`config.mk`:
```
export PLATFORM = sky130hd
export DESIGN_NAME = boot_sequencer
export DESIGN_NICKNAME = d
export VERILOG_FILES = /design/src/rtl/boot_sequencer.sv
export SDC_FILE = /design/constraint.sdc
export NUM_CORES = 1
export LEC_CHECK = 0
export CORE_UTILIZATION = 36
export DETAILED_ROUTE_END_ITERATION = 12
export HOLD_SLACK_MARGIN = 0.02
export PLACE_DENSITY_LB_ADDON = 0.25
export SYNTH_ARGS = -nofsm -noshare
export SYNTH_HDL_FRONTEND = slang
export SYNTH_SLANG_ARGS = --single-unit
```
`constraint.sdc`:
```
create_clock -name clk -period 4.1 [get_ports clk]
set_clock_uncertainty 0.2 [all_clocks]
set_input_delay 1.23 -clock clk [delete_from_list [all_inputs] [get_ports clk]]
set_output_delay 1.23 -clock clk [all_outputs]
set_load 0.01 [all_outputs]
```
`src/rtl/boot_sequencer.sv`:
```
// boot_sequencer: preloads data memory and streams boot packets into one core tile,
// then hands the data-memory port over to the core.
module boot_sequencer #(
    parameter int          DATA_WORDS  = 1024,
    parameter int          INSTR_WORDS = 1024,
    parameter int          REG_COUNT   = 64,
    parameter logic [31:0] START_PC    = 32'd0,
    parameter logic [31:0] BAR_MASK    = 32'h2,
    parameter logic [9:0]  BAR_ADDR    = 10'd24,
    parameter logic [9:0]  CORE_ID     = 10'd1
) (
    input  logic        clk,
    input  logic        reset,
    input  logic        start_i,
    output logic [1:0]  img_sel_o,
    output logic [11:0] img_addr_o,
    input  logic [39:0] img_data_i,
    output logic        mem_valid_o,
    output logic        mem_wen_o,
    output logic [31:0] mem_addr_o,
    output logic [31:0] mem_wdata_o,
    input  logic        mem_ready_i,
    input  logic        core_mem_valid_i,
    input  logic        core_mem_wen_i,
    input  logic [31:0] core_mem_addr_i,
    input  logic [31:0] core_mem_wdata_i,
    output logic        core_mem_ready_o,
    output logic        net_valid_o,
    output logic [2:0]  net_op_o,
    output logic [9:0]  net_id_o,
    output logic [9:0]  net_addr_o,
    output logic [31:0] net_data_o,
    output logic        busy_o,
    output logic        done_o
);
    localparam logic [2:0] S_IDLE  = 3'd0;
    localparam logic [2:0] S_DATA  = 3'd1;
    localparam logic [2:0] S_INSTR = 3'd2;
    localparam logic [2:0] S_REG   = 3'd3;
    localparam logic [2:0] S_BAR   = 3'd4;
    localparam logic [2:0] S_PC    = 3'd5;
    localparam logic [2:0] S_RUN   = 3'd6;
    localparam logic [2:0] OP_NULL  = 3'd0;
    localparam logic [2:0] OP_INSTR = 3'd1;
    localparam logic [2:0] OP_REG   = 3'd2;
    localparam logic [2:0] OP_BAR   = 3'd3;
    localparam logic [2:0] OP_PC    = 3'd4;
    localparam logic [12:0] DATA_LAST = 13'(DATA_WORDS - 1);
    localparam logic [12:0] INSTR_N   = 13'(INSTR_WORDS);
    localparam logic [12:0] REG_N     = 13'(REG_COUNT);

    logic [2:0]  state_q, state_d;
    logic [12:0] cnt_q, cnt_d;
    logic        wr_q, wr_d;
    logic        first_q, first_d;
    logic [31:0] wdata_q, wdata_d;
    logic        busy_q, done_q;
    logic [12:0] prev_idx;
    logic        run, writing, pkt_instr, pkt_reg, pkt_bar, pkt_pc;
    logic [31:0] boot_wdata;

    // Next-state: FSM, word/packet counter and the FETCH/WRITE phase of data loading
    always_comb begin
        state_d = state_q;
        cnt_d   = cnt_q;
        wr_d    = wr_q;
        first_d = 1'b0;
        wdata_d = first_q ? img_data_i[31:0] : wdata_q;
        case (state_q)
            S_IDLE: begin
                if (start_i) begin
                    state_d = S_DATA;
                    cnt_d   = '0;
                    wr_d    = 1'b0;
                end
            end
            S_DATA: begin
                if (DATA_WORDS == 0) begin
                    state_d = S_INSTR;
                end else if (!wr_q) begin
                    wr_d    = 1'b1;
                    first_d = 1'b1;
                end else if (mem_ready_i) begin
                    wr_d    = 1'b0;
                    cnt_d   = (cnt_q == DATA_LAST) ? '0 : cnt_q + 13'd1;
                    state_d = (cnt_q == DATA_LAST) ? S_INSTR : S_DATA;
                end
            end
            S_INSTR: begin
                cnt_d   = (cnt_q == INSTR_N) ? '0 : cnt_q + 13'd1;
                state_d = (cnt_q == INSTR_N) ? S_REG : S_INSTR;
            end
            S_REG: begin
                cnt_d   = (cnt_q == REG_N) ? '0 : cnt_q + 13'd1;
                state_d = (cnt_q == REG_N) ? S_BAR : S_REG;
            end
            S_BAR:   state_d = S_PC;
            S_PC:    state_d = S_RUN;
            default: state_d = state_q;
        endcase
    end

    // State registers; synchronous active-low reset abandons any boot in flight
    always_ff @(posedge clk) begin
        if (!reset) begin
            state_q <= S_IDLE;
            cnt_q   <= '0;
            wr_q    <= 1'b0;
            first_q <= 1'b0;
            wdata_q <= '0;
            busy_q  <= 1'b0;
            done_q  <= 1'b0;
        end else begin
            state_q <= state_d;
            cnt_q   <= cnt_d;
            wr_q    <= wr_d;
            first_q <= first_d;
            wdata_q <= wdata_d;
            busy_q  <= (state_d != S_IDLE) && (state_d != S_RUN);
            done_q  <= (state_d == S_RUN);
        end
    end

    // Image data arrives in the first WRITE cycle; later stall cycles replay the captured copy
    assign boot_wdata = first_q ? img_data_i[31:0] : wdata_q;
    assign prev_idx   = cnt_q - 13'd1;
    assign run        = (state_q == S_RUN);
    assign writing    = (state_q == S_DATA) && wr_q;
    assign pkt_instr  = (state_q == S_INSTR) && (cnt_q != 13'd0);
    assign pkt_reg    = (state_q == S_REG) && (cnt_q != 13'd0);
    assign pkt_bar    = (state_q == S_BAR);
    assign pkt_pc     = (state_q == S_PC);

    assign img_sel_o  = (state_q == S_REG) ? 2'd2 : (state_q == S_INSTR) ? 2'd1 : 2'd0;
    assign img_addr_o = (state_q == S_DATA || state_q == S_INSTR || state_q == S_REG) ? cnt_q[11:0] : 12'd0;

    assign mem_valid_o      = run ? core_mem_valid_i : writing;
    assign mem_wen_o        = run ? core_mem_wen_i   : writing;
    assign mem_addr_o       = run ? core_mem_addr_i  : writing ? {17'd0, cnt_q, 2'b00} : 32'd0;
    assign mem_wdata_o      = run ? core_mem_wdata_i : writing ? boot_wdata : 32'd0;
    assign core_mem_ready_o = run & mem_ready_i;

    assign net_valid_o = pkt_instr | pkt_reg | pkt_bar | pkt_pc;
    assign net_op_o    = pkt_instr ? OP_INSTR : pkt_reg ? OP_REG : pkt_bar ? OP_BAR : pkt_pc ? OP_PC : OP_NULL;
    assign net_id_o    = net_valid_o ? CORE_ID : 10'd0;
    assign net_addr_o  = pkt_instr ? prev_idx[9:0] : pkt_reg ? {4'd0, img_data_i[37:32]} : pkt_bar ? BAR_ADDR : 10'd0;
    assign net_data_o  = pkt_instr ? {16'd0, img_data_i[15:0]} : pkt_reg ? img_data_i[31:0] :
                         pkt_bar ? BAR_MASK : pkt_pc ? START_PC : 32'd0;

    assign busy_o = busy_q;
    assign done_o = done_q;
endmodule

```
==> flow_metrics.tcl <==
set metrics [dict create \
    postRouteAntennaNets 0 \
    cp_slowest_cell "or4b_4" \
    drive_gt1_share_pct 14.4 \
    floorplan.io_pins 249 \
    intPower_uw 874 \
    netSwitchingFraction_pct 24.9 \
    routed_wirelength_um 12800 \
    crit_path_frequent_cell "buf_4" \
    crit_path_end_kind "primary output" \
    synth_edf_count 0 \
    crit_fanout 6 \
    antennaDiodeCount 0 \
    slew-limit-headroom_pct 49.9 \
    setup_viol_count_final 0 \
    crit_required_ns 2.67 \
    synthesis.instances 468 \
    share_clk_of_total_power_pct 29.6 \
    clk_latency_ns 0.29 \
    fp.dieArea_um2 10300 \
    status "complete, no violations" \
    top_cells_by_area_synth "dfxtp_1 29%, mux2i_1 9.0%, and2_1 8.3%, nand2_1 6.3%, nor2b_1 6.2%" \
    synth_area_um2 3550 \
    synth_cell_types 49 \
    routed_wire_length_per_instance_um 15.3 \
    clock_tree_from_tritoncts "built" \
    initial_util_pct 37.8 \
    synth_commonest_cells "60 x nand2_1, 52 x dfxtp_1, 47 x and2_1" \
    synth.ff_latch_count 52 \
    clock_sink_count 52 \
    floorplan.rows 35 \
    setup.worst_path.start_class "register" \
    critPathArrivalTime_ns 2.64 \
    final_number_of_hold_violating_endpoints 0 \
    drc_violations 0 \
    predominant_post_synthesis_flop_cell "dfxtp_1" \
    final_min_period_over_clock_period_pct 99.2 \
    power.density_nw_per_um2 190 \
    total_neg_setup_slack_ns 0 \
    path_class "reg -> out" \
    grt_overflow 0 \
    power_switching_uw 290 \
    syn_area_per_cell_um2 7.60 \
    synth_seq_area_share_pct 29.3 \
    routed-via-count 4121 \
    die_w_um 101 \
    viasPerCell 4.93 \
    hpwl_um 9780 \
    grt_setup_unrepaired "yes" \
    ir_worst_vdd_mv 0.180 \
    cpPeakStageDelay_ns 0.48 \
    first_global_vias 3949 \
    grt_start_max_net_pins 56 \
    final.min_clock_period_ns 4.07 \
    final_util_pct 65.2 \
    syn2layout_area_growth_pct 72.7 \
    place.port_buffers 237 \
    post-synth-top-area-fraction_pct 29.3 \
    grt_usage_pct 23.6 \
    final_cells 836 \
    worstMarginPinSlew_ns 0.744 \
    clkSlewWorstSetupHoldPaths_ns 0.09 \
    clock_tree.buffer_depth 2 \
    chip_height_um 101 \
    min_path_type "reg -> reg" \
    timing_max_transition_violations_final 0 \
    htree_num_levels 2 \
    place.gp.congestion 0.880 \
    combPwrFrac_pct 24.5 \
    timing.max_cap.violations 0 \
    cts_root_buffer "clkbuf_8" \
    asyncSetResetFlopFracSynth_pct 0 \
    synth-warning-count 0 \
    antenna_found_initial 0 \
    seqPwrFrac_pct 45.9 \
    layout.nets 818 \
    drt-pass1-iter-count 4 \
    dpl.cell_count 822 \
    grt_pass1_wl_um 19100 \
    synth.most_common_cell "nand2_1" \
    total_leakage_power_uw 0.00254 \
    critical_path.cell_chain "inv_2, ha_2, or4b_4, or4_4, o21a_4, buf_4, buf_4, and3_1, clkbuf_2" \
    core_region_area_um2 9420 \
    detail_route.iter0.violations 134 \
    max_freq_mhz 246 \
    yosysTopAreaCell "dfxtp_1" \
    cts_inserted_buffers 5 \
]
==> placed cells by master (no fill, tap or decap), drive strengths merged, types with 4 or more instances in the layout <==
cell,n
clkbuf,46
o21ai,42
o2bb2ai,4
clkdlybuf4s50,189
buf,33
and2,47
nor2b,35
nor2,29
conb,9
a22o,10
inv,10
a21boi,4
a21oi,7
and3,21
mux2i,32
nor3,10
xor2,10
nand3,4
xnor2,7
dlygate4sd2,4
nand2,60
nand4,7
dfxtp,52
==> logic make-up after synthesis <==
| kind of cell | synth area share (%) |
|---|---|
| AOI/OAI and AO/OA | 14.4 |
| xor gates and xnor gates | 4.19 |
| adders and majority gates | 0.704 |
| buffers and inverters | 7.92 |
| DFF | 29.3 |
| muxes | 9.01 |
| other | 0.105 |
| and+or+nand+nor | 34.4 |
==> sequential cells by signal, indices dropped and copies added (netlist names) <==
signal	count
first_q	1
busy_o	1
state_q	3
cnt_q	13
done_o	1
wr_q	1
wdata_q	32
==> power groups by stage <==
stage | clock network, µW | registers [µW] | logic [µW]
floorplan | 0 | 546 | 125
global placement | 0 | 545 | 272
detailed placement | 0 | 546 | 278
CTS | 355 | 534 | 281
global route | 374 | 537 | 308
finish | 345 | 535 | 285
==> final timing paths <==
check / start / endpoint / slack [ns] / cells after the start
setup / recovery: cnt_q[1]$_SDFFE_PN0P_ / net_data_o[28] / 0.03 / 9
hold / removal: wdata_q[16]$_SDFF_PN0_ / wdata_q[16]$_SDFF_PN0_ / 0.32 / 2
hold reg to reg: wdata_q[16]$_SDFF_PN0_ / wdata_q[16]$_SDFF_PN0_ / 0.32 / 2
setup reg to reg: cnt_q[1]$_SDFFE_PN0P_ / cnt_q[7]$_SDFFE_PN0P_ / 1.19 / 8
==> stage by stage <==
| step | hold slack, ns | power (µW) | setup slack [ns] | cell area (µm²) |
|---|---|---|---|---|
| finish | 0.317 | 1160 | 0.0312 | 6140 |
| global route | 0.348 | 1220 | -0.0338 | 6140 |
| CTS | 0.322 | 1170 | -0.125 | 6200 |
| detailed placement | 0.296 | 824 | -0.0171 | 6100 |
| global placement | 0.288 | 817 | 0.0345 | 6100 |
| floorplan | 0.273 | 670 | 0.448 | 3580 |
==> routing by layer <==
| layer | vias to the layer above | track usage (%) | part of all wire (%) |
|---|---|---|---|
| met5 | - | 0 | 0 |
| met4 | 0 | 6.58 | 1.5 |
| met3 | 12 | 3.45 | 5.7 |
| met2 | 161 | 44.0 | 52 |
| met1 | 1918 | 27.9 | 41 |
| li1 | 2030 | - | - |
==> critical path: cells and delay by family (launching register included) <==
family                   cells  cell delay [ns]
AO/OA/AOI/OAI                1             0.28
flip-flops                   1             0.33
adder cells (fa/ha/maj)      1             0.17
buffers and inverters        4             0.47
AND/OR/NAND/NOR              3             1.10
==> area by class of cell <==
class                      instances  area, µm²
timing repair buffer             270       2480
sequential                        52       1040
inverter                          10       37.5
multi-input combinational        367       2310
clock inverter                     2       35.0
fill                             827       3280
tap                              129        161
clock buffer                       6       72.6
==> what timing repair did <==
| item | CTS | global route |
|---|---|---|
| resized for setup | 63 | 90 |
| gates cloned | 0 | 1 |
| setup endpoints to repair | 46 | 53 |
| endpoints found under the hold margin | 0 | 0 |
| buffers inserted | 1 | 4 |
| pin swaps | 1 | 2 |
| hold buffers | 0 | 0 |
Power figures use the tool's default switching activity.
